### src/rtl/snake_step_engine.sv
`default_nettype none
// ============================================================================
// Module   : snake_step_engine
// Purpose  : Snake movement core. Advances the head one grid cell per step
//            tick, keeps the body as a shift-register history and detects
//            wall/self collision. Direction codes: TOP=00 DOWN=01 LEFT=10
//            RIGHT=11. Define WALL_WRAP_EN to wrap at the grid edges instead
//            of dying there.
// Revision : 1.0 - initial release
// ============================================================================
module snake_step_engine #(
    parameter int GRID_W   = 32,
    parameter int GRID_H   = 24,
    parameter int MAX_LEN  = 16,
    parameter int INIT_LEN = 3,
    parameter int INIT_X   = 16,
    parameter int INIT_Y   = 12,
    parameter int STEP_DIV = 5_000_000,
    localparam int X_W     = $clog2(GRID_W),
    localparam int Y_W     = $clog2(GRID_H),
    localparam int L_W     = $clog2(MAX_LEN + 1)
) (
    input  logic           sys_clk,
    input  logic           sys_rst,
    input  logic           start,
    input  logic [1:0]     direction,
    input  logic           grow,
    output logic [X_W-1:0] head_x,
    output logic [Y_W-1:0] head_y,
    output logic [X_W-1:0] tail_x,
    output logic [Y_W-1:0] tail_y,
    output logic           tail_vld,
    output logic           step_pulse,
    output logic [L_W-1:0] length,
    output logic           running,
    output logic           game_over
);

    localparam logic [1:0] C_DIR_TOP   = 2'b00;
    localparam logic [1:0] C_DIR_DOWN  = 2'b01;
    localparam logic [1:0] C_DIR_LEFT  = 2'b10;
    localparam int         IDX_W       = (MAX_LEN > 1) ? $clog2(MAX_LEN) : 1;
    localparam int         CNT_W       = (STEP_DIV > 1) ? $clog2(STEP_DIV) : 1;
    localparam logic [CNT_W-1:0] C_CNT_LAST = CNT_W'(STEP_DIV - 1);
    localparam logic [L_W-1:0]   C_MAX_LEN  = L_W'(MAX_LEN);
    localparam logic [L_W-1:0]   C_INIT_LEN = L_W'(INIT_LEN);

    typedef enum logic [1:0] {
        S_IDLE = 2'd0,
        S_RUN  = 2'd1,
        S_DEAD = 2'd2
    } state_t;

    state_t           r_state;
    logic [X_W-1:0]   r_seg_x [MAX_LEN];
    logic [Y_W-1:0]   r_seg_y [MAX_LEN];
    logic [L_W-1:0]   r_len;
    logic [1:0]       r_last_dir;
    logic [CNT_W-1:0] r_cnt;
    logic             r_grow_pend;
    logic [X_W-1:0]   r_tail_x;
    logic [Y_W-1:0]   r_tail_y;
    logic             r_tail_vld;
    logic             r_step_pulse;
    logic             r_running;
    logic             r_game_over;

    logic [X_W-1:0]   w_init_x [MAX_LEN];
    logic [Y_W-1:0]   w_init_y [MAX_LEN];
    logic             w_tick;
    logic             w_growing;
    logic [1:0]       w_nd;
    logic [X_W-1:0]   w_nx;
    logic [Y_W-1:0]   w_ny;
    logic             w_wall;
    logic             w_self;
    logic             w_dead;
    logic [L_W-1:0]   w_cmp_len;
    logic [IDX_W-1:0] w_tail_idx;

    // Initial body: vertical line hanging below the head.
    generate
        for (genvar gi = 0; gi < MAX_LEN; gi++) begin : g_init
            assign w_init_x[gi] = X_W'(INIT_X);
            assign w_init_y[gi] = (gi < INIT_LEN) ? Y_W'(INIT_Y + gi) : Y_W'(INIT_Y);
        end
    endgenerate

    assign w_tick     = (r_state == S_RUN) && (r_cnt == C_CNT_LAST);
    assign w_growing  = (r_grow_pend | grow) && (r_len < C_MAX_LEN);
    // Opposite codes differ only in bit 0, so a reversal keeps the old heading.
    assign w_nd       = ((direction[1] == r_last_dir[1]) && (direction[0] != r_last_dir[0]))
                        ? r_last_dir : direction;
    assign w_tail_idx = IDX_W'(r_len - L_W'(1));
    // The tail cell is vacated this step unless the snake is growing.
    assign w_cmp_len  = w_growing ? r_len : (r_len - L_W'(1));
    assign w_dead     = w_wall | w_self;

    always_comb begin
        w_nx   = r_seg_x[0];
        w_ny   = r_seg_y[0];
        w_wall = 1'b0;
        case (w_nd)
            C_DIR_TOP: begin
                if (r_seg_y[0] == '0) begin
`ifdef WALL_WRAP_EN
                    w_ny = Y_W'(GRID_H - 1);
`else
                    w_wall = 1'b1;
`endif
                end else begin
                    w_ny = r_seg_y[0] - Y_W'(1);
                end
            end
            C_DIR_DOWN: begin
                if (r_seg_y[0] == Y_W'(GRID_H - 1)) begin
`ifdef WALL_WRAP_EN
                    w_ny = '0;
`else
                    w_wall = 1'b1;
`endif
                end else begin
                    w_ny = r_seg_y[0] + Y_W'(1);
                end
            end
            C_DIR_LEFT: begin
                if (r_seg_x[0] == '0) begin
`ifdef WALL_WRAP_EN
                    w_nx = X_W'(GRID_W - 1);
`else
                    w_wall = 1'b1;
`endif
                end else begin
                    w_nx = r_seg_x[0] - X_W'(1);
                end
            end
            default: begin
                if (r_seg_x[0] == X_W'(GRID_W - 1)) begin
`ifdef WALL_WRAP_EN
                    w_nx = '0;
`else
                    w_wall = 1'b1;
`endif
                end else begin
                    w_nx = r_seg_x[0] + X_W'(1);
                end
            end
        endcase
    end

    always_comb begin
        w_self = 1'b0;
        for (int i = 0; i < MAX_LEN; i++) begin
            if ((L_W'(i) < w_cmp_len) && (r_seg_x[i] == w_nx) && (r_seg_y[i] == w_ny)) begin
                w_self = 1'b1;
            end
        end
    end

    always_ff @(posedge sys_clk or posedge sys_rst) begin
        if (sys_rst) begin
            r_state <= S_IDLE;
            for (int i = 0; i < MAX_LEN; i++) begin
                r_seg_x[i] <= w_init_x[i];
                r_seg_y[i] <= w_init_y[i];
            end
            r_len        <= C_INIT_LEN;
            r_last_dir   <= C_DIR_TOP;
            r_cnt        <= '0;
            r_grow_pend  <= 1'b0;
            r_tail_x     <= '0;
            r_tail_y     <= '0;
            r_tail_vld   <= 1'b0;
            r_step_pulse <= 1'b0;
            r_running    <= 1'b0;
            r_game_over  <= 1'b0;
        end else begin
            r_step_pulse <= 1'b0;
            r_tail_vld   <= 1'b0;
            case (r_state)
                S_RUN: begin
                    if (w_tick) begin
                        r_cnt       <= '0;
                        r_grow_pend <= 1'b0;
                        r_last_dir  <= w_nd;
                        if (w_dead) begin
                            r_state     <= S_DEAD;
                            r_running   <= 1'b0;
                            r_game_over <= 1'b1;
                        end else begin
                            for (int i = MAX_LEN - 1; i > 0; i--) begin
                                r_seg_x[i] <= r_seg_x[i-1];
                                r_seg_y[i] <= r_seg_y[i-1];
                            end
                            r_seg_x[0]   <= w_nx;
                            r_seg_y[0]   <= w_ny;
                            r_step_pulse <= 1'b1;
                            if (w_growing) begin
                                r_len <= r_len + L_W'(1);
                            end else begin
                                r_tail_x   <= r_seg_x[w_tail_idx];
                                r_tail_y   <= r_seg_y[w_tail_idx];
                                r_tail_vld <= 1'b1;
                            end
                        end
                    end else begin
                        r_cnt       <= r_cnt + CNT_W'(1);
                        r_grow_pend <= r_grow_pend | grow;
                    end
                end
                S_DEAD: begin
                    r_cnt       <= '0;
                    r_grow_pend <= 1'b0;
                    if (start) begin
                        for (int i = 0; i < MAX_LEN; i++) begin
                            r_seg_x[i] <= w_init_x[i];
                            r_seg_y[i] <= w_init_y[i];
                        end
                        r_len       <= C_INIT_LEN;
                        r_last_dir  <= C_DIR_TOP;
                        r_tail_x    <= '0;
                        r_tail_y    <= '0;
                        r_state     <= S_RUN;
                        r_running   <= 1'b1;
                        r_game_over <= 1'b0;
                    end
                end
                default: begin
                    r_cnt       <= '0;
                    r_grow_pend <= 1'b0;
                    if (start) begin
                        r_state   <= S_RUN;
                        r_running <= 1'b1;
                    end
                end
            endcase
        end
    end

    assign head_x     = r_seg_x[0];
    assign head_y     = r_seg_y[0];
    assign tail_x     = r_tail_x;
    assign tail_y     = r_tail_y;
    assign tail_vld   = r_tail_vld;
    assign step_pulse = r_step_pulse;
    assign length     = r_len;
    assign running    = r_running;
    assign game_over  = r_game_over;

endmodule
`default_nettype wire
### config.mk
export PLATFORM = sky130hd
export DESIGN_NAME = snake_step_engine
export DESIGN_NICKNAME = d
export VERILOG_FILES = /design/src/rtl/snake_step_engine.sv
export SDC_FILE = /design/constraint.sdc
export NUM_CORES = 1
export LEC_CHECK = 0
export ABC_AREA = 1
export ABC_CLOCK_PERIOD_IN_PS = 22600
export BUFFER_PORTS_ARGS = -buffer_cell sky130_fd_sc_hd__buf_2
export CORE_ASPECT_RATIO = 1.1
export CORE_MARGIN = 3
export CORE_UTILIZATION = 44
export CTS_CLUSTER_DIAMETER = 40
export DETAILED_ROUTE_END_ITERATION = 16
export GPL_ROUTABILITY_DRIVEN = 0
export SLEW_MARGIN = 20
export SYNTH_ARGS = -nofsm -noshare
export SYNTH_HDL_FRONTEND = slang
export SYNTH_SLANG_ARGS = --single-unit
### constraint.sdc
create_clock -name sys_clk -period 22.6 [get_ports sys_clk]
set_input_delay 6.78 -clock sys_clk [delete_from_list [all_inputs] [get_ports sys_clk]]
set_output_delay 6.78 -clock sys_clk [all_outputs]
set_load 0.02 [all_outputs]
; ---- Word-level counts from Yosys, hierarchy flattened
; Index checks and enable logic that the tools add are counted.
[totals]
regBits = 207
input_bits = 6
out_inout_bits = 29
wordCells = 248
[classes]
addsub = 7
magnitude_cmp = 18
eq_ne = 47
mux = 83
n_bitwise = 3
reduce_logical = 47
[op_table]
columns = cell, n
row1 = 80-bit 2-to-1 mux, 6
row2 = 80-bit one-hot mux with 2 select lines, 2
row3 = 5-bit equality test, 32
row4 = 5-bit 2-to-1 mux, 20
row5 = 5-bit one-hot mux with 2 select lines, 5
row6 = 23-bit 2-to-1 mux, 2
row7 = 5-bit binary-select mux with 4-bit select, 2
row8 = 4-bit by 5-bit less-than comparator with 1-bit output (first input constant), 8
row9 = 1-bit 2-to-1 mux, 36
row10 = 1-bit logical AND, 35
row11 = 23-bit by 1-bit adder with 23-bit output (second input constant), 1
row12 = 23-bit equality test (second input constant), 1
row13 = 3-bit by 5-bit less-than comparator with 1-bit output (first input constant), 4
row14 = 5-bit by 1-bit adder with 5-bit output (second input constant), 3
row15 = 5-bit by 1-bit subtractor with 5-bit output (second input constant), 3
row16 = 2-bit 2-to-1 mux, 7
row17 = 2-bit inequality test (second input constant), 6
row18 = 5-bit equality test (second input constant), 2
row19 = 5-bit logical NOT, 2
row20 = 1-bit by 5-bit less-than comparator with 1-bit output (first input constant), 2
row21 = 2-bit by 5-bit less-than comparator with 1-bit output (first input constant), 2
row22 = 5-bit AND reduction, 2
row23 = 4-bit AND reduction, 2
row24 = 3-bit AND reduction, 2
row25 = 14 further kinds, 18

; ---- Longest topological paths before layout
[depth]
ltp_word = 29
mapped_depth = 29
ltp_nobuf = 24

; ---- Worst setup path after synthesis
; No wires, ideal clock.
[synth_timing]
path_kind = input-to-reg
start = in direction[1]
end = reg r_seg_y[26] (netlist name)
setup_time_ns = 0.133
arrival_time_ns = 9.041
required_ns = 22.467
slack_ns = 13.426
stages = 26
n_path_buf = 4
path_cell_list = inv_2 nand2_2 nand2_1 nand2_1 nand2_2 nand3_1 nand2_1 nand2_1 nand2_1 buf_4 nand2_1 nand2_1 nor2_1 nand2_1 nor2_1 nor2_1 nand2_1 nor2_1 nand2_2 nand2_2 nand2_2 buf_6 buf_6 buf_6 nand2_1 o21ai_0
[synth_between]
elab_chain_cells = 28
elab_cells_between_ends = 93
[synth_lines]
columns = element, line
row1 = from (decl), 26  ; input logic [1:0] direction,
row2 = 1-bit equality test, 92  ; assign w_nd = ((direction[1] == r_last_dir[1]) && (direction[0] != r_last_dir[0]))
row3 = 1-bit logical AND, 92
row4 = 2-bit 2-to-1 mux (*), 93  ; ? r_last_dir : direction;
row5 = 2-bit by 1-bit equality test with 1-bit output / 2-bit logical NOT (equally long branches), 103  ; case (w_nd)
row6 = 2-bit OR reduction (no source line), -
row7 = 5-bit one-hot mux with 2 select lines, 103
row8 = 5-bit equality test, 154  ; if ((L_W'(i) < w_cmp_len) && (r_seg_x[i] == w_nx) && (r_seg_y[i] == w_ny)) begin
row9 = 1-bit logical AND (2 in a row), 154
row10 = 1-bit 2-to-1 mux (16 in a row), 154
row11 = 1-bit OR (*), 97  ; assign w_dead = w_wall | w_self;
row12 = 2-bit inequality test (no source line) (*), -
row13 = 4-bit AND reduction (no source line) (*), -
row14 = "to (signal, indexed assignment)", 165  ; r_seg_y[i] <= w_init_y[i];
row15 = "to (signal, indexed assignment)", 193  ; r_seg_y[i] <= r_seg_y[i-1];
row16 = "to (signal, indexed assignment)", 217  ; r_seg_y[i] <= w_init_y[i];
row17 = to (decl), 56  ; logic [Y_W-1:0] r_seg_y [MAX_LEN];
; Every way passes the cells marked *; elsewhere a longest branch is shown, timed or not.
; A chain may end at the register's enable or synchronous reset.

; ---- Worst setup path after layout
[layout_timing]
start = in direction[1]
end = reg r_seg_x[0] (netlist name)
[layout_between]
elab_chain_cells = 28
elab_cells_between_ends = 93
[layout_lines]
columns = element, line
row1 = 1-bit equality test, 92
row2 = 1-bit logical AND, 92
row3 = 2-bit 2-to-1 mux (*), 93
row4 = 2-bit by 1-bit equality test with 1-bit output / 2-bit logical NOT (equally long branches), 103
row5 = 2-bit OR reduction (no source line), -
row6 = 5-bit one-hot mux with 2 select lines, 103
row7 = 5-bit equality test, 154
row8 = 1-bit logical AND (2 in a row), 154
row9 = 1-bit 2-to-1 mux (16 in a row), 154
row10 = 1-bit OR (*), 97
row11 = 2-bit inequality test (no source line) (*), -
row12 = 4-bit AND reduction (no source line) (*), -
row13 = "to (signal, indexed assignment)", 164  ; r_seg_x[i] <= w_init_x[i];
row14 = "to (signal, indexed assignment)", 192  ; r_seg_x[i] <= r_seg_x[i-1];
row15 = "to (signal, indexed assignment)", 216  ; r_seg_x[i] <= w_init_x[i];
row16 = to (decl), 55  ; logic [X_W-1:0] r_seg_x [MAX_LEN];
; Marks and branches as above.

==> results.ini <==
[cts]
cts.clk_slew.worst_paths_ns=0.05
cts_hold_buf=0
clkLatencyLatePin_ns=0.51
cts_root_buffer=clkbuf_16
cts_resized=0
post-cts-setup-buffers=0
cts_tree=done
h-tree-depth=2
cts_sinks=206
cts_buffers=36
clock_path_buffers=3

[timing]
period_minus_slack_ns=11.67
clock_skew_ns=0.0142
max_freq_mhz=85.7
finalSetupViolations=0
final_max_slew_viol_count=0
slew_headroom_pct=33.4
period_share_pct=51.6
tightestPinTransition_ns=0.992
rsz0062_at_grt=no
finalHoldViolCount=0
tns_ns=0
timing.hold.ws_ns=0.461

[routing]
vias=14016
avgRoutedWirePerCell_um=18.2
drc=0
drtAntennaViolNets=0
drt_iter0_drc=1797
drt_wl_total_um=46200
vias_per_cell=5.53
detailedRoute.firstPassIterationCount=6

[power_and_ir_drop]
sw_frac_of_total_pct=45.5
power_frac_comb_pct=40.8
pwr-share-seq_pct=32.1
leakage_uw=0.00851
p_int_uw=1110
pwr-share-clk_pct=27.1
p_sw_uw=928
vdd_ir_drop_max_mv=0.0665
pwr_density_cell_mw_per_mm2=133

[yosys]
synth_xor_area_share_pct=1.25
synth_top_family_by_area=simple AND/OR/NAND/NOR gates
synth_seq_cells=206
muxShareOfSynthArea_pct=0
ys.warnings.count=0
ys_seq_area_share_pct=37.3
syn_area_mm2=0.0140
syn_area_per_cell_um2=6.53
ys_types=39
synth_cells=2144
yosys.area_share.simple_pct=36.0
synth_fa_ha_area_share_pct=0.626
syn_nets=2157
synth_compound_area_share_pct=14.8

[worst_setup_path]
crit_path_end_kind=register
required_ns=23.01
slowest_stage=buf_4
cp_common_cell=nand2_1
slowest_delay_ns=0.81
crit_chain=buf_2 -> inv_2 -> nand2_2 -> nand2_1 -> nand2_1 -> nand2_2 -> nand3_1 -> nand2_1 -> inv_1 -> nand2_1 -> nand3_1 -> nor2_1 -> nand3_1 -> nor2_1 -> nor2_1 -> nand2_1 -> nor2_2 -> nand2_2 -> nand2_2 -> nand2_8 -> buf_4 -> nand2_1 -> o21ai_1
critPathLaunchType=input pin
crit_type=input pin to register
cp-endpoint=r_seg_x[0]$_DFFE_PP0P_
worst-path-max-fanout=116
worstReg2RegEnd=r_seg_x[0]$_DFFE_PP0P_
r2r_setup_slack_ns=16.42
crit_arrival_ns=12.08
critPathLaunch=direction[1]
rr_worst_depth=22
rr_startpoint=length[0]$_DFFE_PP1P_

[finish]
final_common_cell=nand2_1
synthToLayoutAreaGrowth_pct=9.39
fillers=3124
drive_gt1_share_pct=8.64
layout.nets=2106
layout_common_cells=nand2_1 (740), nor2_1 (229), inv_1 (177)

[placed_design]
port_buffers=34
hpwlAfterDp_um=32200

[die]
die_h_um=193
row_count=67
io_pins=35
core-area_mm2=0.0309
dieArea_mm2=0.0340
dieWidth_um=176
start_util_pct=45.2

[global_routing]
grt_pass1_vias=12712
grt_pass1_wl_um=72200
grt_max_degree=117
gr-usage-all-layers_pct=27.0
antenna_found_initial=2
grt-ovfl-total=0

[min_path]
hold_class=register to register

[run]
maxCapViolations=0

[outcome]
run_status=finished clean

-- kinds of logic (layout without fill, tap and decap cells) --
kind of cell,count (synthesis),after routing
simple gates,1208,1208
compound gates,386,386
buf+inv,317,292
flops,206,206
xor+xnor,20,20
fa+ha+maj,7,7
other cells,0,1
-- worst min-delay path by stage --
stage	start	endpoint	cells after the start
after floorplan	r_cnt[0]$_DFF_PP0_	r_cnt[0]$_DFF_PP0_	1
after global placement	r_cnt[0]$_DFF_PP0_	r_cnt[0]$_DFF_PP0_	1
after detailed placement	tail_x[2]$_DFFE_PP0P_	tail_x[2]$_DFFE_PP0P_	2
after CTS	r_cnt[0]$_DFF_PP0_	r_cnt[0]$_DFF_PP0_	1
after global routing	r_cnt[0]$_DFF_PP0_	r_cnt[0]$_DFF_PP0_	1
final	r_cnt[0]$_DFF_PP0_	r_cnt[0]$_DFF_PP0_	1
-- worst max-delay path, delay by kind of cell --
family	cells	cell delay, ns
and+or+nand+nor	18	3.57
buffers and inverters	4	1.47
AOI/OAI and AO/OA	1	0.12
-- synth_stat cells, drive strengths merged --
master	number	area share [%]
a22oi	1	0.054
nor2	231	6.2
xor2	14	0.88
buf	56	3.0
nand3	121	4.7
o311ai	1	0.063
a21oi	82	2.9
a31oi	3	0.13
nor4	2	0.089
o21ai	259	9.3
nand3b	12	0.64
ha	7	0.63
nor3	10	0.36
clkinv	1	0.027
clkbuf	79	2.1
a221oi	2	0.13
a211oi	10	0.54
nand4	79	3.5
or2	1	0.045
o221ai	3	0.19
o21a	3	0.16
o211ai	4	0.21
xnor2	6	0.38
o31ai	2	0.11
a311oi	15	0.94
nand2	752	20
o211a	1	0.072
dfrtp	154	28
dfstp	52	9.8
inv	181	4.9
-- registers in the layout (all words and copies together), names as in the netlist --
register and count:
head_y 5, length 5, r_state 2, r_seg_x 75, r_last_dir 2, r_cnt 23, tail_vld 1, tail_y 5
r_grow_pend 1, head_x 5, r_seg_y 75, step_pulse 1, game_over 1, tail_x 5
-- through the flow --
stage,cells,total power [uW],setup slack (ns),area [um^2],util (%)
floorplan,2144,1190,10.28,14000,-
global placement,2469,1450,10.69,14100,45.5
detailed placement,2469,1460,10.62,14100,45.5
CTS,2533,2030,11.13,15300,49.5
global route,2533,2170,10.48,15300,49.5
finish,2534,2040,10.93,15300,49.5
-- power groups by stage --
stage	registers, uW	logic [uW]	clock network, uW
finish	655	832	553
global route	669	926	579
CTS	651	811	564
detailed placement	655	807	0
global placement	655	796	0
floorplan	580	609	0
-- layout make-up --
| type | instances | area, um^2 | area share, % |
|---|---|---|---|
| Tap cell | 414 | 518 | 3.38 |
| Inverter | 182 | 692 | 4.52 |
| Clock inverter | 20 | 249 | 1.63 |
| Timing Repair Buffer | 46 | 260 | 1.70 |
| Multi-Input combinational cell | 1621 | 7390 | 48.3 |
| Sequential cell | 206 | 5220 | 34.1 |
| Antenna cell | 1 | 2.50 | 0.0163 |
| Clock buffer | 44 | 972 | 6.35 |
-- layer usage --
| layer | global-route usage [%] | wire length [um] | vias up |
|---|---|---|---|
| li1 | - | - | 6867 |
| met1 | 35.7 | 19400 | 6508 |
| met2 | 41.9 | 20600 | 520 |
| met3 | 6.58 | 4100 | 119 |
| met4 | 12.2 | 2080 | 2 |
| met5 | 0 | 7 | - |
Power figures use the tool's default switching activity.
